[config.mk]
export PLATFORM = sky130hd
export DESIGN_NAME = ring_gray_meter
export DESIGN_NICKNAME = d
export VERILOG_FILES = /design/src/rtl/ring_meter_pkg.sv /design/src/rtl/ring_gray_meter_gray_sync.sv /design/src/rtl/ring_gray_meter.sv
export SDC_FILE = /design/constraint.sdc
export NUM_CORES = 1
export LEC_CHECK = 0
export ABC_CLOCK_PERIOD_IN_PS = 7700
export BUFFER_PORTS_ARGS = -buffer_cell sky130_fd_sc_hd__buf_2
export CAP_MARGIN = 20
export CORE_UTILIZATION = 64
export CTS_BUF_LIST = sky130_fd_sc_hd__clkbuf_2
export DETAILED_ROUTE_END_ITERATION = 10
export PLACE_DENSITY = 0.94
export REMOVE_ABC_BUFFERS = 1
export SLEW_MARGIN = 20
export SYNTH_ARGS = -nofsm -noshare
export SYNTH_HDL_FRONTEND = slang
export SYNTH_SLANG_ARGS = --single-unit
[constraint.sdc]
create_clock -name i_clk -period 7.7 [get_ports i_clk]
set_input_delay 2.31 -clock i_clk [delete_from_list [all_inputs] [get_ports i_clk]]
set_output_delay 2.31 -clock i_clk [all_outputs]
set_load 0.01 [all_outputs]
[src/rtl/ring_meter_pkg.sv]
// Shared types and helpers for the ring-oscillator frequency meter:
// measurement state encoding, Gray decoding and saturating accumulation.
package ring_meter_pkg;

    // Widest value the helpers operate on; callers zero-extend into this
    // width and truncate the result back to their own width.
    localparam int MAX_W = 64;

    // Measurement sequence: wait, snapshot counters, accumulate, publish.
    typedef enum logic [1:0] {
        ST_IDLE = 2'd0,
        ST_ARM  = 2'd1,
        ST_GATE = 2'd2,
        ST_DONE = 2'd3
    } meter_state_t;

    // Gray to binary for any width up to MAX_W. Zero-extended inputs decode
    // correctly because the leading zeros contribute nothing to the XOR chain.
    function automatic logic [MAX_W-1:0] gray2bin(input logic [MAX_W-1:0] g);
        logic [MAX_W-1:0] b;
        b = '0;
        b[MAX_W-1] = g[MAX_W-1];
        for (int i = MAX_W - 2; i >= 0; i--) begin
            b[i] = b[i+1] ^ g[i];
        end
        return b;
    endfunction

    // Largest value representable in w bits (w below MAX_W).
    function automatic logic [MAX_W-1:0] max_of_width(input int unsigned w);
        return (64'd1 << w) - 64'd1;
    endfunction

    // a + b clamped to 2^w-1. Operands are assumed to be well below 2^63 so
    // the 64-bit sum itself cannot wrap.
    function automatic logic [MAX_W-1:0] sat_add(input logic [MAX_W-1:0] a,
                                                 input logic [MAX_W-1:0] b,
                                                 input int unsigned      w);
        logic [MAX_W-1:0] s;
        s = a + b;
        return (s > max_of_width(w)) ? max_of_width(w) : s;
    endfunction

    // True when a + b would not fit in w bits, i.e. sat_add clamps.
    function automatic logic add_ovf(input logic [MAX_W-1:0] a,
                                     input logic [MAX_W-1:0] b,
                                     input int unsigned      w);
        return ((a + b) > max_of_width(w));
    endfunction

endpackage

[src/rtl/ring_gray_meter_gray_sync.sv]
// One channel of the capture path: two-flop synchroniser on a Gray-coded
// counter followed by a combinational Gray-to-binary decode. Only one bit of
// the Gray word changes per ring edge, so whatever the first flop samples is
// either the old or the new count, never a mix.
module gray_sync
    import ring_meter_pkg::*;
#(
    parameter int CW = 12
) (
    input  logic          i_clk,
    input  logic          i_rst_n,
    input  logic [CW-1:0] i_gray,
    output logic [CW-1:0] o_bin
);

    logic [CW-1:0] r_sync1;
    logic [CW-1:0] r_sync2;

    // Two-stage resynchronisation of the asynchronous Gray counter.
    always_ff @(posedge i_clk) begin
        if (!i_rst_n) begin
            r_sync1 <= '0;
            r_sync2 <= '0;
        end else begin
            r_sync1 <= i_gray;
            r_sync2 <= r_sync1;
        end
    end

    assign o_bin = CW'(gray2bin(MAX_W'(r_sync2)));

endmodule

[src/rtl/ring_gray_meter.sv]
// Multi-channel ring-oscillator frequency meter. Each channel's Gray counter
// is synchronised and decoded, then per-cycle increments are summed over a
// programmable gate of i_clk cycles. Results saturate at 2^AW-1 and are
// published together with overflow and range flags when the gate closes.
module ring_gray_meter
    import ring_meter_pkg::*;
#(
    parameter int NCH = 4,
    parameter int CW  = 12,
    parameter int AW  = 16,
    parameter int GW  = 16
) (
    input  logic                                i_clk,
    input  logic                                i_rst_n,
    input  logic [NCH*CW-1:0]                   i_gray,
    input  logic [GW-1:0]                       i_gate_len,
    input  logic                                i_start,
    input  logic                                i_cont,
    input  logic [((NCH > 1) ? $clog2(NCH) : 1)-1:0] i_sel,
    output logic                                o_busy,
    output logic                                o_valid,
    output logic [AW-1:0]                       o_result,
    output logic [NCH-1:0]                      o_ovf,
    output logic [NCH-1:0]                      o_rng
);

    localparam int SW = (NCH > 1) ? $clog2(NCH) : 1;

    meter_state_t  r_state;
    meter_state_t  w_state_next;
    logic [GW-1:0] r_gate_cnt;
    logic          w_last_gate;
    logic [AW-1:0] w_result_arr [NCH];
    logic [AW-1:0] w_result;

    // The final gate cycle: accumulators take their last increment here and
    // the published results are loaded with that same final value, so they
    // are already stable while o_valid is high.
    assign w_last_gate = (r_state == ST_GATE) && (r_gate_cnt == GW'(1));

    // State register.
    always_ff @(posedge i_clk) begin
        if (!i_rst_n) begin
            r_state <= ST_IDLE;
        end else begin
            r_state <= w_state_next;
        end
    end

    // Next-state decode and status outputs.
    always_comb begin
        w_state_next = r_state;
        o_busy       = 1'b0;
        o_valid      = 1'b0;
        case (r_state)
            ST_IDLE: begin
                if (i_start) begin
                    w_state_next = ST_ARM;
                end
            end
            ST_ARM: begin
                o_busy       = 1'b1;
                w_state_next = ST_GATE;
            end
            ST_GATE: begin
                o_busy = 1'b1;
                if (w_last_gate) begin
                    w_state_next = ST_DONE;
                end
            end
            ST_DONE: begin
                o_valid      = 1'b1;
                w_state_next = i_cont ? ST_ARM : ST_IDLE;
            end
            default: begin
                w_state_next = ST_IDLE;
            end
        endcase
    end

    // Gate length counter: loaded when arming (a length of 0 still gives a
    // one-cycle gate), counted down through the gate.
    always_ff @(posedge i_clk) begin
        if (!i_rst_n) begin
            r_gate_cnt <= '0;
        end else begin
            case (r_state)
                ST_ARM:  r_gate_cnt <= (i_gate_len == '0) ? GW'(1) : i_gate_len;
                ST_GATE: r_gate_cnt <= r_gate_cnt - GW'(1);
                default: r_gate_cnt <= r_gate_cnt;
            endcase
        end
    end

    genvar gi;
    generate
        for (gi = 0; gi < NCH; gi++) begin : g_ch
            logic [CW-1:0] w_bin;
            logic [CW-1:0] w_delta;
            logic [AW-1:0] w_acc_next;
            logic          w_ovf_step;
            logic          w_rng_step;
            logic [CW-1:0] r_prev;
            logic [AW-1:0] r_acc;
            logic          r_ovf_wk;
            logic          r_rng_wk;
            logic [AW-1:0] r_result;
            logic          r_ovf_out;
            logic          r_rng_out;

            gray_sync #(
                .CW(CW)
            ) u_sync (
                .i_clk  (i_clk),
                .i_rst_n(i_rst_n),
                .i_gray (i_gray[gi*CW +: CW]),
                .o_bin  (w_bin)
            );

            // Edges seen this cycle; modulo subtraction absorbs counter wrap.
            assign w_delta    = w_bin - r_prev;
            assign w_acc_next = AW'(sat_add(MAX_W'(r_acc), MAX_W'(w_delta), AW));
            assign w_ovf_step = add_ovf(MAX_W'(r_acc), MAX_W'(w_delta), AW);
            // A step of half the counter range or more cannot be told apart
            // from a backwards step: the ring is too fast for this CW.
            assign w_rng_step = w_delta[CW-1];

            // Per-channel accumulation and result publication.
            always_ff @(posedge i_clk) begin
                if (!i_rst_n) begin
                    r_prev    <= '0;
                    r_acc     <= '0;
                    r_ovf_wk  <= 1'b0;
                    r_rng_wk  <= 1'b0;
                    r_result  <= '0;
                    r_ovf_out <= 1'b0;
                    r_rng_out <= 1'b0;
                end else begin
                    case (r_state)
                        ST_ARM: begin
                            r_prev   <= w_bin;
                            r_acc    <= '0;
                            r_ovf_wk <= 1'b0;
                            r_rng_wk <= 1'b0;
                        end
                        ST_GATE: begin
                            r_prev   <= w_bin;
                            r_acc    <= w_acc_next;
                            r_ovf_wk <= r_ovf_wk | w_ovf_step;
                            r_rng_wk <= r_rng_wk | w_rng_step;
                            if (w_last_gate) begin
                                r_result  <= w_acc_next;
                                r_ovf_out <= r_ovf_wk | w_ovf_step;
                                r_rng_out <= r_rng_wk | w_rng_step;
                            end
                        end
                        default: begin
                            r_prev <= r_prev;
                        end
                    endcase
                end
            end

            assign w_result_arr[gi] = r_result;
            assign o_ovf[gi]        = r_ovf_out;
            assign o_rng[gi]        = r_rng_out;
        end
    endgenerate

    // Readout mux; selections beyond the last channel read as zero.
    always_comb begin
        w_result = '0;
        for (int k = 0; k < NCH; k++) begin
            if (i_sel == SW'(k)) begin
                w_result = w_result_arr[k];
            end
        end
    end

    assign o_result = w_result;

endmodule

==> impl_metrics.tcl <==
set metrics [dict create \
    yosys_warnings 0 \
    core_area_sq_um 25100 \
    power_density_nw_per_um2 365 \
    netlist_area_sq_um 16300 \
    dp_slack_ns 1.48 \
    dr.pass1.iters 9 \
    synthCells 1848 \
    die_h_um 162 \
    seqPwrFrac_pct 29.7 \
    tns_ns 0 \
    pin_count 96 \
    internal_power_mw 3.55 \
    grt_pass1_wl_um 63500 \
    ant_nets 0 \
    worst_slew_pin_slew_ns 1.11 \
    cts_buffers 78 \
    cts_num_sinks 306 \
    finalHoldViolCount 0 \
    wl_per_cell_um 16.6 \
    synth_flop_cell "dfxtp_1" \
    min_period_ns 6.28 \
    leakage_nw 7.61 \
    remaining_drc_errors 0 \
    first_iter_violations 1132 \
    avgSynthCellArea_sq_um 8.82 \
    avgViaCountPerCell 6.01 \
    maxSlewHeadroom_pct 26.1 \
    synth.distinct_cells 70 \
    cts_hold_buf 0 \
    setup_slack_ns 1.42 \
    vias 13900 \
    max-cap-violations 0 \
    track_usage_pct 29.8 \
    synthTopCellsByArea "dfxtp_1, ha_1, o21ai_0" \
    yosysMostFrequentCell "dfxtp_1" \
    period_share_pct 81.6 \
    ys_seq_area_share_pct 37.6 \
    switching_power_mw 2.85 \
    ir_drop_mv 0.200 \
    rsz0062_at_grt "false" \
    comb_power_share_pct 54.2 \
    path_clk_slew_ns 0.10 \
    htree_levels 3 \
    critPathKind "reg2reg" \
    cp-end-kind "flip-flop" \
    hold_ws_ns 0.400 \
    yosys.area.top_type "dfxtp_1" \
    antenna_found_initial 2 \
    io_buffers 95 \
    arrival_ns 7.04 \
    cp-start-kind "flip-flop" \
    final_nets 2121 \
    worstSkewPairLatency_ns 0.90 \
    rrSetupSlack_ns 1.42 \
    clockPowerShare_pct 16.1 \
    postCtsSetupRepairBufs 0 \
    drive_gt1_share_pct 14.2 \
    clock-root-buffer "clkbuf_2" \
    rows 58 \
    finalWeightedCongestion 0.924 \
    holdCritPathClass "reg2reg" \
    yosys_register_bits 306 \
    outcome "finished clean" \
    cp_max_fo 15 \
    cts_tree "yes" \
    post-route-util_pct 69.8 \
    slew_viol_final 0 \
    p_sw_share_pct 44.5 \
    cts_buffer_depth 3 \
    finalSetupViolations 0 \
    fp.dieArea_sq_um 26100 \
    totalWireLength_um 38400 \
    async_flop_share_pct 0 \
    overflow 0 \
    first_global_vias 13600 \
    cp.required_ns 8.46 \
    skew_ns 0.0863 \
    grt_max_degree 115 \
    synth_edf_count 0 \
    synth_top_cell_area_share_pct 37.6 \
    fmax_ghz 0.159 \
    area_delta_synth_final_pct 7.65 \
    place.detailed.hpwl_um 26400 \
    start_util_pct 64.9 \
    postCtsResizedCells 0 \
    netlist_top_cells_count "dfxtp_1, nor2_1, o21ai_0" \
    fp.dieW_um 162 \
]
==> cell families (layout without fill, tap and decap cells) <==
logic type,after synthesis,count (layout),synth area share (%)
adder cells (fa/ha/maj),109,109,8.74
AO/OA/AOI/OAI,499,499,19.2
AND/OR/NAND/NOR,565,565,16.9
buffers and inverters,207,343,4.99
multiplexers,47,47,4.12
flip-flops,306,306,37.6
other,0,1,0
XOR/XNOR,115,115,8.39
==> layout make-up <==
type / count / area (sq um)
Tap cell: 330 / 413
Clock buffer: 104 / 520
Sequential cell: 306 / 6130
Antenna cell: 1 / 2.50
Fill cell: 1862 / 7570
Inverter: 114 / 428
Multi-Input combinational cell: 1335 / 9380
Clock inverter: 18 / 97.6
Timing Repair Buffer: 107 / 568
==> through the flow <==
step | power, mW | instance area (sq um) | std cells
final | 6.40 | 17500 | 2315
after global routing | 6.91 | 17500 | 2315
after CTS | 6.36 | 17500 | 2314
after detailed placement | 5.31 | 16900 | 2192
after global placement | 5.12 | 16900 | 2191
after floorplan | 4.56 | 15900 | 1755
==> cells in the final DEF, fill, tap and decap left out, types with 21 or more instances in the layout <==
cell type | Yosys | layout
inv_1 | 113 | 112
dfxtp_1 | 306 | 306
nor3_1 | 46 | 46
clkbuf_2 | 0 | 104
nor2b_1 | 23 | 23
buf_2 | 5 | 94
a211oi_1 | 41 | 41
o21ai_0 | 152 | 152
ha_1 | 101 | 100
and2_1 | 99 | 99
xnor2_1 | 65 | 65
a21o_1 | 35 | 35
xor2_1 | 26 | 26
a21oi_1 | 119 | 119
nand2_1 | 113 | 113
nor2_1 | 181 | 179
mux2i_1 | 31 | 31
nand3_1 | 21 | 21
==> registers in the layout, indices dropped and copies added, names as in the netlist <==
name and count:
g_ch.r_ovf_out 4, g_ch.r_rng_wk 4, g_ch.r_prev 48, g_ch.u_sync.r_sync1 48, g_ch.r_rng_out 4, r_gate_cnt 16, g_ch.r_acc 64, r_state 2
g_ch.u_sync.r_sync2 48, g_ch.r_result 64, g_ch.r_ovf_wk 4
==> power groups by stage <==
stage	logic [mW]	clock network, mW	registers [mW]
2_1_floorplan	2.66	0	1.90
6_report	3.47	1.03	1.90
4_1_cts	3.41	1.05	1.90
3_5_place_dp	3.38	0	1.93
3_3_place_gp	3.20	0	1.92
5_1_grt	3.84	1.15	1.92
==> routing by layer <==
layer | GRT usage (%) | up-vias | routed length, um
li1 | - | 6662 | -
met1 | 34.7 | 6504 | 15300
met2 | 49.8 | 589 | 18000
met3 | 6.81 | 163 | 2990
met4 | 18.2 | 2 | 2030
met5 | 0 | - | 13
==> worst paths after layout <==
path | startpoint | endpoint | depth (start not counted)
setup / recovery | g_ch[0].u_sync.r_sync2[11]$_SDFF_PN0_ | g_ch[0].r_result[8]$_SDFFE_PN0P_ | 25
hold / removal | g_ch[2].u_sync.r_sync1[9]$_SDFF_PN0_ | g_ch[2].u_sync.r_sync2[9]$_SDFF_PN0_ | 1
setup reg to reg | g_ch[0].u_sync.r_sync2[11]$_SDFF_PN0_ | g_ch[0].r_result[8]$_SDFFE_PN0P_ | 25
hold reg to reg | g_ch[2].u_sync.r_sync1[9]$_SDFF_PN0_ | g_ch[2].u_sync.r_sync2[9]$_SDFF_PN0_ | 1
==> critical path, cell delays in order, from the launching register on <==
cell	delay (ns)
dfxtp_1	0.36
xnor2_2	0.39
xnor2_4	0.16
xnor2_4	0.20
xnor2_4	0.28
xor2_4	0.25
xor2_4	0.22
xnor2_1	0.13
ha_1	0.22
fa_1	0.41
nor2b_1	0.12
o21ai_0	0.12
a21boi_0	0.38
o21ai_0	0.17
a21boi_0	0.27
o21ai_0	0.14
nor2b_1	0.17
o211ai_1	0.21
ha_1	0.31
and4_1	0.23
a21oi_1	0.13
o21ai_0	0.21
o211ai_1	0.38
buf_4	0.28
o21ai_0	0.17
o21ba_2	0.24
No activity file was read; power rests on OpenSTA's default activity.
